File: src/rtl/t9990_blit_scan.sv
// t9990_blit_scan: rectangle walker for the blitter.
// Walks X/Y over an NX x NY block and issues one REQ/ACK memory request per
// pixel. X/Y go to the address unit; ADDR_IN comes back ADDR_LAT cycles later
// and is forwarded on MEM_ADDR while MEM_REQ is high.
// Ports:
//   CLK, RESET_n          clock, asynchronous active-low reset
//   START, ABORT          scan start pulse / scan abort
//   SX, SY, NX, NY        start position and block size (0 = max size)
//   DIX, DIY              X/Y step direction (1 = decrement)
//   XIMM, CLRM            image width select, colour mode
//   X, Y                  current position to address unit
//   ADDR_IN               word address from address unit
//   MEM_REQ/ADDR/PIX/ACK  memory request handshake
//   BUSY, DONE            scan status, end-of-scan pulse
module t9990_blit_scan #(
    parameter int unsigned ADDR_LAT = 1
) (
    input  logic        CLK,
    input  logic        RESET_n,
    input  logic        START,
    input  logic        ABORT,
    input  logic [10:0] SX,
    input  logic [11:0] SY,
    input  logic [10:0] NX,
    input  logic [11:0] NY,
    input  logic        DIX,
    input  logic        DIY,
    input  logic [1:0]  XIMM,
    input  logic [1:0]  CLRM,
    output logic [10:0] X,
    output logic [11:0] Y,
    input  logic [18:0] ADDR_IN,
    output logic        MEM_REQ,
    output logic [18:0] MEM_ADDR,
    output logic [3:0]  MEM_PIX,
    input  logic        MEM_ACK,
    output logic        BUSY,
    output logic        DONE
);

    localparam int unsigned XW  = 11;
    localparam int unsigned YW  = 12;
    localparam int unsigned XCW = 12;
    localparam int unsigned YCW = 13;
    localparam int unsigned LW  = (ADDR_LAT > 1) ? $clog2(ADDR_LAT) : 1;

    typedef enum logic [1:0] {S_IDLE, S_WAIT, S_REQ, S_FIN} state_t;

    state_t          state_q, state_d;
    logic [XW-1:0]   x_q, x_d, sx_q, sx_d;
    logic [YW-1:0]   y_q, y_d;
    logic [XCW-1:0]  xcnt_q, xcnt_d, nx_q, nx_d;
    logic [YCW-1:0]  ycnt_q, ycnt_d;
    logic            dix_q, dix_d, diy_q, diy_d;
    logic [1:0]      ximm_q, ximm_d, clrm_q, clrm_d;
    logic [LW-1:0]   lat_q, lat_d;
    logic            req_q, req_d, busy_q, busy_d, done_q, done_d;
    logic [3:0]      pix_q, pix_d;

    // Keeps X inside the selected image width (256/512/1024/2048).
    function automatic logic [XW-1:0] xmask(input logic [1:0] ximm);
        return {ximm == 2'd3, ximm[1], ximm != 2'd0, 8'hFF};
    endfunction

    // Pixel index within the memory word for the given colour mode.
    function automatic logic [3:0] pix_of(input logic [XW-1:0] x, input logic [1:0] clrm);
        logic [3:0] p;
        case (clrm)
            2'd0:    p = x[3:0];
            2'd1:    p = {1'b0, x[2:0]};
            2'd2:    p = {2'b00, x[1:0]};
            default: p = {3'b000, x[0]};
        endcase
        return p;
    endfunction

    // Next-state and next-register computation.
    always_comb begin
        state_d = state_q;
        x_d     = x_q;
        y_d     = y_q;
        sx_d    = sx_q;
        nx_d    = nx_q;
        xcnt_d  = xcnt_q;
        ycnt_d  = ycnt_q;
        dix_d   = dix_q;
        diy_d   = diy_q;
        ximm_d  = ximm_q;
        clrm_d  = clrm_q;
        lat_d   = lat_q;
        busy_d  = busy_q;
        req_d   = 1'b0;
        done_d  = 1'b0;

        case (state_q)
            S_IDLE: begin
                if (START && !ABORT) begin
                    x_d     = SX & xmask(XIMM);
                    sx_d    = SX & xmask(XIMM);
                    y_d     = SY;
                    xcnt_d  = (NX == '0) ? XCW'(2048) : XCW'(NX);
                    nx_d    = (NX == '0) ? XCW'(2048) : XCW'(NX);
                    ycnt_d  = (NY == '0) ? YCW'(4096) : YCW'(NY);
                    dix_d   = DIX;
                    diy_d   = DIY;
                    ximm_d  = XIMM;
                    clrm_d  = CLRM;
                    lat_d   = '0;
                    busy_d  = 1'b1;
                    state_d = S_WAIT;
                end
            end
            S_WAIT: begin
                // Give the address unit ADDR_LAT cycles to produce ADDR_IN.
                if (lat_q == LW'(ADDR_LAT - 1)) begin
                    req_d   = 1'b1;
                    state_d = S_REQ;
                end else begin
                    lat_d = LW'(lat_q + 1'b1);
                end
            end
            S_REQ: begin
                req_d = 1'b1;
                if (MEM_ACK) begin
                    req_d = 1'b0;
                    lat_d = '0;
                    if (xcnt_q > XCW'(1)) begin
                        x_d     = (dix_q ? x_q - XW'(1) : x_q + XW'(1)) & xmask(ximm_q);
                        xcnt_d  = xcnt_q - XCW'(1);
                        state_d = S_WAIT;
                    end else if (ycnt_q > YCW'(1)) begin
                        x_d     = sx_q;
                        xcnt_d  = nx_q;
                        y_d     = diy_q ? y_q - YW'(1) : y_q + YW'(1);
                        ycnt_d  = ycnt_q - YCW'(1);
                        state_d = S_WAIT;
                    end else begin
                        done_d  = 1'b1;
                        state_d = S_FIN;
                    end
                end
            end
            default: begin
                busy_d  = 1'b0;
                state_d = S_IDLE;
            end
        endcase

        // Abort overrides everything from any active state.
        if (ABORT && state_q != S_IDLE) begin
            state_d = S_IDLE;
            req_d   = 1'b0;
            busy_d  = 1'b0;
            done_d  = 1'b0;
        end

        pix_d = pix_of(x_d, clrm_d);
    end

    // State and datapath registers.
    always_ff @(posedge CLK or negedge RESET_n) begin
        if (!RESET_n) begin
            state_q <= S_IDLE;
            x_q     <= '0;
            y_q     <= '0;
            sx_q    <= '0;
            nx_q    <= '0;
            xcnt_q  <= '0;
            ycnt_q  <= '0;
            dix_q   <= 1'b0;
            diy_q   <= 1'b0;
            ximm_q  <= '0;
            clrm_q  <= '0;
            lat_q   <= '0;
            req_q   <= 1'b0;
            busy_q  <= 1'b0;
            done_q  <= 1'b0;
            pix_q   <= '0;
        end else begin
            state_q <= state_d;
            x_q     <= x_d;
            y_q     <= y_d;
            sx_q    <= sx_d;
            nx_q    <= nx_d;
            xcnt_q  <= xcnt_d;
            ycnt_q  <= ycnt_d;
            dix_q   <= dix_d;
            diy_q   <= diy_d;
            ximm_q  <= ximm_d;
            clrm_q  <= clrm_d;
            lat_q   <= lat_d;
            req_q   <= req_d;
            busy_q  <= busy_d;
            done_q  <= done_d;
            pix_q   <= pix_d;
        end
    end

    assign X        = x_q;
    assign Y        = y_q;
    assign MEM_REQ  = req_q;
    assign MEM_PIX  = pix_q;
    assign BUSY     = busy_q;
    assign DONE     = done_q;
    // ADDR_IN is already aligned to X/Y when REQ is entered; pass it straight through.
    assign MEM_ADDR = req_q ? ADDR_IN : '0;

endmodule
File: config.mk
export PLATFORM = sky130hd
export DESIGN_NAME = t9990_blit_scan
export DESIGN_NICKNAME = d
export VERILOG_FILES = /design/src/rtl/t9990_blit_scan.sv
export SDC_FILE = /design/constraint.sdc
export NUM_CORES = 1
export LEC_CHECK = 0
export ABC_AREA = 1
export CELL_PAD_IN_SITES_DETAIL_PLACEMENT = 2
export CELL_PAD_IN_SITES_GLOBAL_PLACEMENT = 2
export CORE_MARGIN = 3
export CORE_UTILIZATION = 28
export DETAILED_ROUTE_END_ITERATION = 12
export HOLD_SLACK_MARGIN = 0.15
export PLACE_DENSITY_LB_ADDON = 0.08
export SKIP_CTS_REPAIR_TIMING = 1
export SLEW_MARGIN = 20
export SYNTH_ARGS = -nofsm -noshare
export SYNTH_HDL_FRONTEND = slang
export SYNTH_SLANG_ARGS = --single-unit
File: constraint.sdc
create_clock -name CLK -period 2.9 [get_ports CLK]
set_clock_uncertainty 0.2 [all_clocks]
set_input_delay 0.58 -clock CLK [delete_from_list [all_inputs] [get_ports CLK]]
set_output_delay 0.58 -clock CLK [all_outputs]
set_load 0.05 [all_outputs]
== After elaboration in Yosys (flattened, before gate mapping) ==
Cells that the tools add are included.
Storage, ports and cells
  register bits after elaboration: 87
  input bits: 76
  output and inout port bits: 49
Operators by class
  add/sub/neg operators: 7
  order comparisons: 2
  eq/ne operators: 15
  multiplexer cells: 51
  bitwise gates (word level): 2
  reduce and logical (&&, ||, !) cells: 19
Operators by type and width (number)
  $mux W12: 10
  $mux W13: 5
  $mux W11: 5
  $pmux W12 S2: 2
  $pmux W13 S2: 1
  $sub A12 B1 Y12 const B: 2
  $and A11 B11 Y11: 2
  $pmux W11 S2: 1
  $mux W19: 1
  $mux W2: 8
  $gt A13 B1 Y1 const B: 1
  $mux W1: 13
  $sub A13 B1 Y13 const B: 1
  $add A12 B1 Y12 const B: 1
  $gt A12 B1 Y1 const B: 1
  $logic_not A12 Y1: 1
  $ne A3 B3 Y1 const B: 4
  $pmux W4 S3: 1
  $add A11 B1 Y11 const B: 1
  $logic_not A11 Y1: 1
  $sub A11 B1 Y11 const B: 1
  $eq A2 B2 Y1 const B: 4
  $ne A2 B2 Y1 const B: 4
  $reduce_bool A2 Y1: 4
  15 further kinds: 21

== Logic depth before layout (Yosys ltp) ==
  depth after elaboration: 7
  depth in mapped cells: 14
  depth with buffers taken out: 14

== Least setup slack after synthesis ==
Ideal clock, no wire load.
  path type: reg-to-output
  start point: reg req_q, in the netlist MEM_REQ
  end point: out MEM_ADDR[10]
  arrival: 1595 ps
  required time: 2120 ps
  setup slack: 525 ps
  stages on the path, launching flop included: 5
  path buffers: 2
  path through: dfrtp_1 -> clkbuf_1 -> clkbuf_1 -> nand2_1 -> inv_1
Between the ends
  word-level cells in the longest chain between the ends: 1
Ends and longest elaborated chain
  start: declaration: RTL line 57  | logic req_q, req_d, busy_q, busy_d, done_q, done_d;
  start signal: assignment: RTL line 192  | req_q <= req_d;
  $mux W19: RTL line 206  | assign MEM_ADDR = req_q ? ADDR_IN : '0;
  end: declaration: RTL line 34  | output logic [18:0] MEM_ADDR,
Every way passes these cells.

==> results.rst <==
.. list-table::
   :header-rows: 1

   * - Metric
     - Value
   * - Result of the run
     - completed
   * - IR drop worst, VDD
     - roughly 0.46 mV
   * - Cell Chain, Critical Path
     - clkdlybuf4s50_1
   * - Drt wl/cell
     - 16.56 um
   * - CTS tree
     - done
   * - Synth Register Bits
     - 85
   * - Period Utilization, post-route
     - between 80% and 90%
   * - Power density cells
     - 1236 nW/um^2
   * - Startpoint type of the worst setup path
     - flip-flop
   * - Post-Syn Area per Cell
     - around 6.8 um^2
   * - Clock Path Buffers
     - 2
   * - Top delay family on crit path
     - buffers and inverters
   * - Relative slew slack
     - between 40 and 50%
   * - Post-route design area
     - slightly below 8000 um^2
   * - Dpl cells
     - approximately 1300
   * - Vias post-DR
     - 6254
   * - Max frequency
     - 392.0 MHz
   * - Number of hold violations in the final report
     - 0
   * - Overall track demand over capacity in global routing
     - a little under a fifth
   * - Worst setup EP type
     - output port
   * - WS Path Type
     - flip-flop to output port
   * - Std-Cell Rows
     - 53
   * - Worst path max stage delay
     - a little under 0.9 ns
   * - Cell area after synthesis
     - about 6000 um^2
   * - Fraction of power spent switching nets
     - 52.42%
   * - Violation count after the first detailed-routing iteration
     - between 150 and 200
   * - Final Net Count
     - roughly 1100
   * - Portion of total power attributed to sequential cells
     - between 20% and 30%
   * - Aggregate global routing overflow
     - 0
   * - Maximum Capacitance Violations
     - 0
   * - Die height
     - ~150 um
   * - Seq/Total Area, Yosys
     - a little over a third
   * - Min-delay worst type
     - flip-flop to flip-flop
   * - Number of nets with antenna violations after detailed routing
     - 0
   * - DRT Wirelength
     - approximately 21000 um
   * - Worst slack after detailed placement
     - 0.2291 ns
   * - DRC violation count after routing
     - 0
   * - Starting density of the core
     - between 20 and 30%
   * - P_sw
     - 5.102 mW
   * - Total Negative Setup Slacks
     - 0 ns
   * - Number of synthesized flops with an enable pin
     - 0
   * - Post-route minimum period
     - 2.551 ns
   * - Leading cell types in the layout, fill and taps excluded
     - sky130_fd_sc_hd__nand2_1, sky130_fd_sc_hd__inv_1, sky130_fd_sc_hd__clkdlybuf4s50_1
   * - Final worst slack
     - approximately 0.35 ns
   * - Root buf cell
     - sky130_fd_sc_hd__clkbuf_16
   * - Core region area
     - around 21000 um^2
   * - Number of global-route vias before repair
     - between 6000 and 7000
   * - Antenna diode instance count
     - 0
   * - Total setup violations reported at the end of the flow
     - 0
   * - Clock-pin slew on the worst setup and hold paths
     - about 0.07 ns
   * - Worst endpoint data arrival time
     - between 1.5 and 2 ns
   * - Pin count of the biggest net entering global routing
     - 57
   * - Final Max Tran Viols
     - 0
   * - Most frequent standard cell in the layout excluding fill and tap cells
     - sky130_fd_sc_hd__nand2_1
   * - Leakage power
     - a little under 4 nW
   * - HPWL Detailed
     - 16150 um
   * - H-tree depth
     - 3
   * - Buf+Inv Stages, Crit Path
     - 1
   * - Number of sinks driven by the clock tree
     - 85
   * - Number of antenna violations at the first check in global routing
     - 0
   * - Setup repair after global routing missed its margin
     - false
   * - Unique masters post-synth
     - 39
   * - Total of buffers placed on input and output ports
     - 124
   * - Transition time at the pin with the least slew margin
     - ~0.75 ns
   * - Placer congestion estimate
     - about 0.76
   * - Number of CTS-inserted buffers
     - 9
   * - Worst-path fanout max
     - 9
   * - First drt pass iteration count
     - 4
   * - Clock group share of total power
     - 13.6%
   * - First-pass GRT wire length
     - ~36000 um
   * - Die Span X
     - around 150 um
   * - Share of total power in combinational logic
     - between 60% and 70%
   * - Vias per inst
     - 4.871
   * - Post-Layout Cell Count
     - approximately 1300
   * - Area Overhead vs Synth
     - 30.76%
   * - Data required time at the worst endpoint
     - around 2.1 ns
   * - Worst-path cell with the longest stage delay
     - sky130_fd_sc_hd__clkdlybuf4s50_1
   * - Die outline area
     - approximately 23000 um^2
   * - R2r setup slk
     - approximately 0.46 ns
   * - Ratio of cells with drive above 1 in the final layout
     - approximately 8%
   * - Dominant register cell in the synthesized netlist
     - sky130_fd_sc_hd__dfrtp_1
   * - Post-Synthesis Net Count
     - around 1000
   * - Number of top-level pins
     - around 130
   * - Internal power
     - around 4.6 mW
   * - Syn Inst Count
     - 881
   * - Post-DP Area
     - 7538 um^2
   * - Number of warnings printed during yosys synthesis
     - 0
   * - Fraction of registers with async set or reset after synthesis
     - between 90% and 100%
   * - Source-to-sink clock delay at the later pin of the worst-skew pair
     - roughly 0.36 ns
   * - Core Util, Final
     - 37.33%
-- metal layers --
metal	part of all wire [%]	track usage (%)	up-vias
li1	-	-	3056
met1	49	26.00	3094
met2	47	30.73	85
met3	2.5	2.244	19
met4	1.3	4.497	0
met5	0	0	-
-- sequential cells by signal (all words and copies together) (netlist names), 4 cells and up --
name     cells
X           10
ycnt_q      13
Y           12
sx_q        11
xcnt_q      12
nx_q        12
MEM_PIX      4
-- cell families (layout without fill, tap and decap cells) --
family | count (synthesis) | count (layout) | share of synthesized area [%]
flops | 85 | 85 | 35.33
simple gates | 475 | 475 | 33.48
xor+xnor | 13 | 13 | 1.891
fa+ha+maj | 28 | 28 | 6.068
buf+inv | 140 | 268 | 9.954
compound gates | 140 | 140 | 13.28
-- synth_stat cells (2+ instances only) --
cell                       instances  area share, %
sky130_fd_sc_hd__nand2_1         292             18
sky130_fd_sc_hd__inv_1           108            6.7
sky130_fd_sc_hd__dfrtp_1          85             35
sky130_fd_sc_hd__nor2_1           76            4.7
sky130_fd_sc_hd__o21ai_0          61            5.1
sky130_fd_sc_hd__nand3_1          57            4.7
sky130_fd_sc_hd__a21oi_1          33            2.7
sky130_fd_sc_hd__ha_1             26            5.4
sky130_fd_sc_hd__o21ai_1          19            1.6
sky130_fd_sc_hd__clkbuf_1         13           0.81
sky130_fd_sc_hd__nor3_1           12            1.0
sky130_fd_sc_hd__xnor2_1          10            1.5
sky130_fd_sc_hd__nand3b_1          7           0.87
sky130_fd_sc_hd__nand4_1           7           0.73
sky130_fd_sc_hd__buf_2             6           0.50
sky130_fd_sc_hd__buf_6             6            1.1
sky130_fd_sc_hd__nor2_2            6           0.62
sky130_fd_sc_hd__o211ai_2          6            1.2
sky130_fd_sc_hd__or2_2             6           0.62
sky130_fd_sc_hd__nor4_1            5           0.52
sky130_fd_sc_hd__o211ai_1          4           0.50
sky130_fd_sc_hd__o21a_1            4           0.50
sky130_fd_sc_hd__a31oi_1           3           0.31
sky130_fd_sc_hd__o22ai_1           3           0.31
sky130_fd_sc_hd__o31ai_1           3           0.37
sky130_fd_sc_hd__xor2_1            3           0.44
sky130_fd_sc_hd__a21o_1            2           0.25
sky130_fd_sc_hd__buf_4             2           0.25
sky130_fd_sc_hd__fa_1              2           0.67
sky130_fd_sc_hd__inv_2             2           0.12
sky130_fd_sc_hd__nand2_2           2           0.21
sky130_fd_sc_hd__nor2_4            2           0.37
sky130_fd_sc_hd__nor2_8            2           0.67
-- path summary, 6_finish.rpt --
path | start | end | depth (start not counted)
max in group asynchronous | RESET_n | nx_q[8] | 3
min | nx_q[9] | nx_q[9] | 2
max | MEM_PIX[0] | X[0] | 1
min in group asynchronous | RESET_n | ycnt_q[3] | 2
min reg2reg | nx_q[9] | nx_q[9] | 2
max reg2reg | xcnt_q[0] | Y[9] | 12
-- final cells by class --
| type | instances | area [um^2] |
|---|---|---|
| clock buffers | 9 | 225.2 |
| well taps | 275 | 344.1 |
| repair buffers | 141 | 1359 |
| flip-flops and latches | 85 | 2127 |
| multi-input cells | 656 | 3299 |
| inverters | 111 | 419.2 |
| fillers | 2555 | 13220 |
| clock inverters | 7 | 98.84 |
-- power groups by stage --
stage          clock, mW  sequential (mW)  combinational (mW)
6_report            1.32             2.30                6.12
2_1_floorplan          0             2.79                3.82
5_1_grt             1.40             2.40                6.95
4_1_cts             1.35             2.31                6.24
3_5_place_dp           0             2.32                6.18
3_3_place_gp           0             2.31                6.02
-- through the flow --
step                      total power, mW  hold slack (ns)
final                               9.733           0.2776
after CTS                           9.895        -0.008128
after global routing                10.75           0.3054
after global placement              8.326           0.2548
after floorplan                     6.610          0.08441
after detailed placement            8.501           0.2654
Note: power is estimated with default switching activity, not from simulation.
